**src/rtl/usb_rx_deframer.sv**
```systemverilog
// USB RX deframer: hunts for sync headers in the host word stream and
// routes each frame's payload to one channel as a valid/ready/last stream.
module usb_rx_deframer #(
    parameter int          NumChannels   = 2,
    parameter int          TimeoutCycles = 4096,
    parameter logic [7:0]  SyncByte      = 8'hA5
) (
    input  logic                   clk_i,
    input  logic                   rst_i,
    input  logic [31:0]            rx_data_i,
    input  logic                   rx_valid_i,
    output logic                   rx_ready_o,
    output logic [31:0]            ch_data_o,
    output logic [NumChannels-1:0] ch_valid_o,
    output logic                   ch_last_o,
    input  logic [NumChannels-1:0] ch_ready_i,
    output logic [NumChannels-1:0] ch_abort_o,
    output logic [15:0]            sync_err_cnt_o,
    output logic [15:0]            drop_cnt_o,
    output logic [15:0]            timeout_cnt_o
);

    localparam int CW = (NumChannels > 1) ? $clog2(NumChannels) : 1;
    localparam int IW = $clog2(TimeoutCycles + 1);
    localparam logic [8:0] NCH = 9'(NumChannels);
    localparam logic [IW-1:0] IDLE_LAST = IW'(TimeoutCycles - 1);

    typedef enum logic [1:0] {
        HUNT,
        PAYLOAD,
        DRAIN
    } state_t;

    state_t                 state_q, state_d;
    logic [CW-1:0]          ch_q, ch_d, out_ch_q;
    logic [15:0]            rem_q, rem_d;
    logic [IW-1:0]          idle_q, idle_d;
    logic                   out_vld_q, out_last_q;
    logic [31:0]            out_data_q;
    logic [NumChannels-1:0] abort_q, abort_d, ch_oh;
    logic [15:0]            sync_cnt_q, drop_cnt_q, tmo_cnt_q;
    logic                   sync_inc, drop_inc, tmo_inc, load;
    logic                   accept, out_take, hdr_sync, hdr_ch_ok;
    logic [7:0]             hdr_ch;
    logic [15:0]            hdr_len;

    assign hdr_ch    = rx_data_i[23:16];
    assign hdr_len   = rx_data_i[15:0];
    assign hdr_sync  = (rx_data_i[31:24] == SyncByte);
    assign hdr_ch_ok = ({1'b0, hdr_ch} < NCH);

    always_comb begin
        ch_valid_o = '0;
        ch_oh      = '0;
        for (int i = 0; i < NumChannels; i++) begin
            ch_valid_o[i] = out_vld_q && (out_ch_q == CW'(i));
            ch_oh[i]      = (ch_q == CW'(i));
        end
    end

    // A held word only leaves on its own channel's ready.
    assign out_take   = |(ch_valid_o & ch_ready_i);
    assign rx_ready_o = (state_q == PAYLOAD) ? (!out_vld_q || out_take) : 1'b1;
    assign accept     = rx_valid_i && rx_ready_o;

    always_comb begin
        state_d  = state_q;
        ch_d     = ch_q;
        rem_d    = rem_q;
        idle_d   = '0;
        abort_d  = '0;
        sync_inc = 1'b0;
        drop_inc = 1'b0;
        tmo_inc  = 1'b0;
        load     = 1'b0;
        unique case (state_q)
            HUNT: begin
                if (accept) begin
                    if (!hdr_sync) begin
                        sync_inc = 1'b1;
                    end else if (!hdr_ch_ok) begin
                        drop_inc = 1'b1;
                        if (hdr_len != 16'd0) begin
                            rem_d   = hdr_len;
                            state_d = DRAIN;
                        end
                    end else if (hdr_len != 16'd0) begin
                        ch_d    = hdr_ch[CW-1:0];
                        rem_d   = hdr_len;
                        state_d = PAYLOAD;
                    end
                end
            end
            PAYLOAD, DRAIN: begin
                if (accept) begin
                    load  = (state_q == PAYLOAD);
                    rem_d = rem_q - 16'd1;
                    if (rem_q == 16'd1) begin
                        state_d = HUNT;
                    end
                end else if (!rx_valid_i) begin
                    if (idle_q == IDLE_LAST) begin
                        tmo_inc = 1'b1;
                        state_d = HUNT;
                        if (state_q == PAYLOAD) begin
                            abort_d = ch_oh;
                        end
                    end else begin
                        idle_d = idle_q + 1'b1;
                    end
                end else begin
                    // input stalled by a blocked output: not idle
                    idle_d = idle_q;
                end
            end
            default: state_d = HUNT;
        endcase
    end

    always_ff @(posedge clk_i) begin
        if (rst_i) begin
            state_q    <= HUNT;
            ch_q       <= '0;
            rem_q      <= '0;
            idle_q     <= '0;
            abort_q    <= '0;
            out_vld_q  <= 1'b0;
            out_last_q <= 1'b0;
            out_data_q <= '0;
            out_ch_q   <= '0;
            sync_cnt_q <= '0;
            drop_cnt_q <= '0;
            tmo_cnt_q  <= '0;
        end else begin
            state_q <= state_d;
            ch_q    <= ch_d;
            rem_q   <= rem_d;
            idle_q  <= idle_d;
            abort_q <= abort_d;
            if (load) begin
                out_vld_q  <= 1'b1;
                out_data_q <= rx_data_i;
                out_last_q <= (rem_q == 16'd1);
                out_ch_q   <= ch_q;
            end else if (out_take) begin
                out_vld_q <= 1'b0;
            end
            if (sync_inc && (sync_cnt_q != 16'hFFFF)) begin
                sync_cnt_q <= sync_cnt_q + 16'd1;
            end
            if (drop_inc && (drop_cnt_q != 16'hFFFF)) begin
                drop_cnt_q <= drop_cnt_q + 16'd1;
            end
            if (tmo_inc && (tmo_cnt_q != 16'hFFFF)) begin
                tmo_cnt_q <= tmo_cnt_q + 16'd1;
            end
        end
    end

    assign ch_data_o      = out_data_q;
    assign ch_last_o      = out_vld_q && out_last_q;
    assign ch_abort_o     = abort_q;
    assign sync_err_cnt_o = sync_cnt_q;
    assign drop_cnt_o     = drop_cnt_q;
    assign timeout_cnt_o  = tmo_cnt_q;

endmodule

```
**config.mk**
```make
export PLATFORM = sky130hd
export DESIGN_NAME = usb_rx_deframer
export DESIGN_NICKNAME = d
export VERILOG_FILES = /design/src/rtl/usb_rx_deframer.sv
export SDC_FILE = /design/constraint.sdc
export NUM_CORES = 1
export LEC_CHECK = 0
export BUFFER_PORTS_ARGS = -buffer_cell sky130_fd_sc_hd__buf_2
export CORE_ASPECT_RATIO = 0.5
export CORE_UTILIZATION = 48
export CTS_CLUSTER_DIAMETER = 100
export DETAILED_ROUTE_END_ITERATION = 10
export MAX_ROUTING_LAYER = met4
export PLACE_DENSITY = 0.78
export RECOVER_POWER = 100
export SLEW_MARGIN = 30
export SYNTH_ARGS = -nofsm -noshare
export SYNTH_HDL_FRONTEND = slang
export SYNTH_SLANG_ARGS = --single-unit
```
**constraint.sdc**
```tcl
create_clock -name clk_i -period 4.6 [get_ports clk_i]
set_input_delay 0.46 -clock clk_i [delete_from_list [all_inputs] [get_ports clk_i]]
set_output_delay 0.46 -clock clk_i [all_outputs]
set_load 0.005 [all_outputs]
```
==> metrics.csv <==
metric,value,unit
critical path capture point type,flop,
top cell family by delay on the critical path,compound AO/OA/AOI/OAI gates,
RePlAce Congestion,0.902,
Post-CTS Resized,0,
"Seq/Total Area, Yosys",41.3,%
synthesis-to-finish area growth,20.3,%
clk slew on worst S/H paths,50,ps
Die Wd,156,um
CTS H-tree lvls,4,
biggest area consumer among synthesized cells,dfxtp_1,
setup bufs post-CTS,0,
Hold Path Class,in2reg,
Power per Cell Area,348,mW/mm^2
IO Pins,123,
Vias,5508,
number of synthesized flops with an enable pin,0,
GRT Max-Usage Layer,met2,
CTS tree,done,
Die Ht,78.9,um
Antenna Nets Post-Route,0,
cell total after placement,909,
register bit total from synthesis,117,
post-synthesis compound-gate area fraction,18.0,%
CTS Buf Count,17,
final wirelength,14500,um
Port Buf Inserts,122,
Leak,2.74,nW
DRT iter0 DRCs,453,
core footprint,0.0112,sq mm
Crit-path slowest cell,a31oi_1,
Psw,0.573,mW
Worst setup SP type,flop,
final worst path period share,78.4,%
setup TNS,0,ps
share of cells above drive strength 1,15.9,%
WP data required,4870,ps
met1 Use GR,32.6,%
main combinational cell family by area after synthesis,simple AND/OR/NAND/NOR gates,
fraction of registers with async set/reset,0,%
RSZ-0062 raised after global routing,no,
met2 Usage GRT,35.8,%
Internal Dissipation,1.80,mW
DRC Markers,0,
fill cell instance count of the final layout,1032,
Worst-Skew Late Latency,410,ps
Reg area,0.00234,sq mm
Netlist Area Pre-Place,0.00567,sq mm
status,finished clean,
post-synth cell types,55,
Synthesis Warnings,0,
max-slew violation count,0,
met3 Usage GRT,6.50,%
Worst Path Buf+Inv,2,
Mapped Avg Cell Area,8.58,sq um
syn_nets,706,
area share of and/or/nand/nor cells after synthesis,25.1,%
Comb pwr share,6.9,%
"Setup violations, final",0,
Crit Path Max Fanout,23,
Synth Area in XOR/XNOR,2.32,%
post-synthesis adder-cell area fraction,1.76,%
crit path time final,3610,ps
Max stage delay on crit path,890,ps
Setup Skew,9.73,ps
Area contributors post-synth,"dfxtp_1 41%, mux2i_1 7.1%, nor2_1 5.0%",
largest net degree at the start of global routing,65,
"Arr. time, crit path",3880,ps
Slew Limit Headroom,26.4,%
Max-Cap Viols,0,
die area,0.0123,sq mm
f_max,277,MHz
grt ovf,0,
wire per inst,15.4,um
clock tree buffer depth,2,
Cell Rows,27,
CTS sink count,117,
Fin. Hold Viols,0,
clock power share,50.0,%
nets,814,
Flop pwr share,43.2,%
Finished Layout Cells,941,
cells after synthesis,661,
vias in the first global route,4760,
VDD IR-drop max,203,uV
Initial Util,50.4,%
Synth top area share,41.3,%
Post-synth top flop,dfxtp_1,
critical path class,reg2reg,
switching share of power,24.1,%
Slew @ Worst Pin,1100,ps
first-pass iteration count of the detailed router,5,
root buffer selected by CTS,clkbuf_16,
DP HPWL,10100,um
Via density,5.85,
initial antenna violation count,1,
total track usage,24.4,%
CP Cell Sequence,inv_1 -> ha_1 -> a31oi_1 -> nand3_1 -> clkbuf_2 -> mux2i_1 -> nor2_1,
Multi-input gate area,0.00311,sq mm
CTS Hold Buffers Added,0,
mux contribution to synthesized area,7.85,%
global-route wire length before repair,23100,um
==> cell families after synthesis <==
group	count (synthesis)
buf+inv	53
simple gates	268
flops	117
compound gates	156
xor+xnor	15
mux	44
fa+ha+maj	8
==> state kept, by name (all words and copies together) (netlist names) <==
| signal | count |
|---|---|
| idle_q | 13 |
| ch_abort_o | 2 |
| ch_q | 1 |
| out_ch_q | 1 |
| out_last_q | 1 |
| timeout_cnt_o | 16 |
| out_vld_q | 1 |
| rem_q | 16 |
| state_q | 2 |
| sync_err_cnt_o | 16 |
| drop_cnt_o | 16 |
| ch_data_o | 32 |
==> worst paths after layout <==
kind              slack [ps]  depth (start not counted)                    endpoint               startpoint
setup / recovery         990                          7  ch_data_o[31]$_SDFFE_PP0P_  state_q[1]$_SDFFE_PP0P_
hold / removal           300                          3  ch_data_o[17]$_SDFFE_PP0P_            rx_data_i[17]
setup reg to reg         990                          7  ch_data_o[31]$_SDFFE_PP0P_  state_q[1]$_SDFFE_PP0P_
hold reg to reg          470                          2      rem_q[15]$_SDFFE_PP0P_   rem_q[15]$_SDFFE_PP0P_
==> routing by layer <==
| layer | share of wire, % | up-vias |
|---|---|---|
| met2 | 43 | 195 |
| met1 | 49 | 2580 |
| li1 | - | 2720 |
| met4 | 1.2 | 0 |
| met5 | 0 | - |
| met3 | 6.6 | 13 |
==> layout by cell type (no fill, tap or decap), drive strengths merged, types with 3 or more instances in the layout <==
cell	n
dfxtp	117
buf	88
nor2	76
clkbuf	58
a21oi	54
mux2i	40
nand2	34
nand3	27
o21ai	26
or3	24
o31ai	22
or4	19
nand4	17
nor4	16
inv	14
nor3	14
and3	13
xor2	10
clkinv	9
o41ai	8
and4	8
ha	8
o311ai	7
a31oi	7
o31a	5
nor2b	5
o211ai	5
xnor2	5
mux2	4
a22oi	4
o21a	4
nand4b	3
clkinvlp	3
==> tightest hold or removal path: cells and delay by family <==
| family | cells | cell delay (ps) |
|---|---|---|
| multiplexers | 1 | 50 |
| buffers and inverters | 1 | 80 |
| AND/OR/NAND/NOR | 1 | 70 |
==> stage by stage <==
stage / worst slack [ps] / util, % / hold WS, ps / instance area [sq um] / total power, mW
6_report: 994 / 60.7 / 303 / 6830 / 2.38
5_1_grt: 796 / 60.7 / 318 / 6830 / 2.46
3_5_place_dp: 1620 / 56.6 / 461 / 6370 / 1.21
4_1_cts: 1640 / 61.3 / 296 / 6900 / 2.39
3_3_place_gp: 1740 / 56.6 / 459 / 6370 / 1.20
2_1_floorplan: 2310 / - / 433 / 5670 / 1.15
==> area by class of cell <==
cell class	count	area share, %
timing repair buffer	126	8.62
clock inverter	11	1.28
inverter	16	0.880
multi-input combinational	491	45.6
clock buffer	20	6.40
tap	159	2.91
sequential	117	34.3
antenna	1	0.0367
==> power by group through the flow <==
stage                     sequential, mW  clock, mW  combinational [mW]
after floorplan                     1.05          0               0.107
after global placement              1.05          0               0.159
after detailed placement            1.05          0               0.161
after CTS                           1.02       1.20               0.163
after global routing                1.02       1.25               0.179
final                               1.02       1.19               0.163
==> Yosys cell counts (3+ instances only) <==
library cell  count
clkbuf_1         31
o21a_1            4
or4_1            19
xnor2_1           5
or3_1            24
mux2i_1          40
xor2_1           10
and3_1           13
o211ai_1          4
buf_2             5
nand4b_1          3
nor3_1           14
nand3_1          26
nor2_1           76
o21ai_0          26
nand2_1          34
a21oi_1          54
nor4_1           16
a31oi_1           7
dfxtp_1         117
a22oi_1           4
mux2_2            4
inv_1            14
o31ai_1          22
o41ai_1           8
o311ai_0          7
ha_1              8
and4_1            8
nor2b_1           5
o31a_1            5
nand4_1          17
Power figures use the tool's default switching activity.
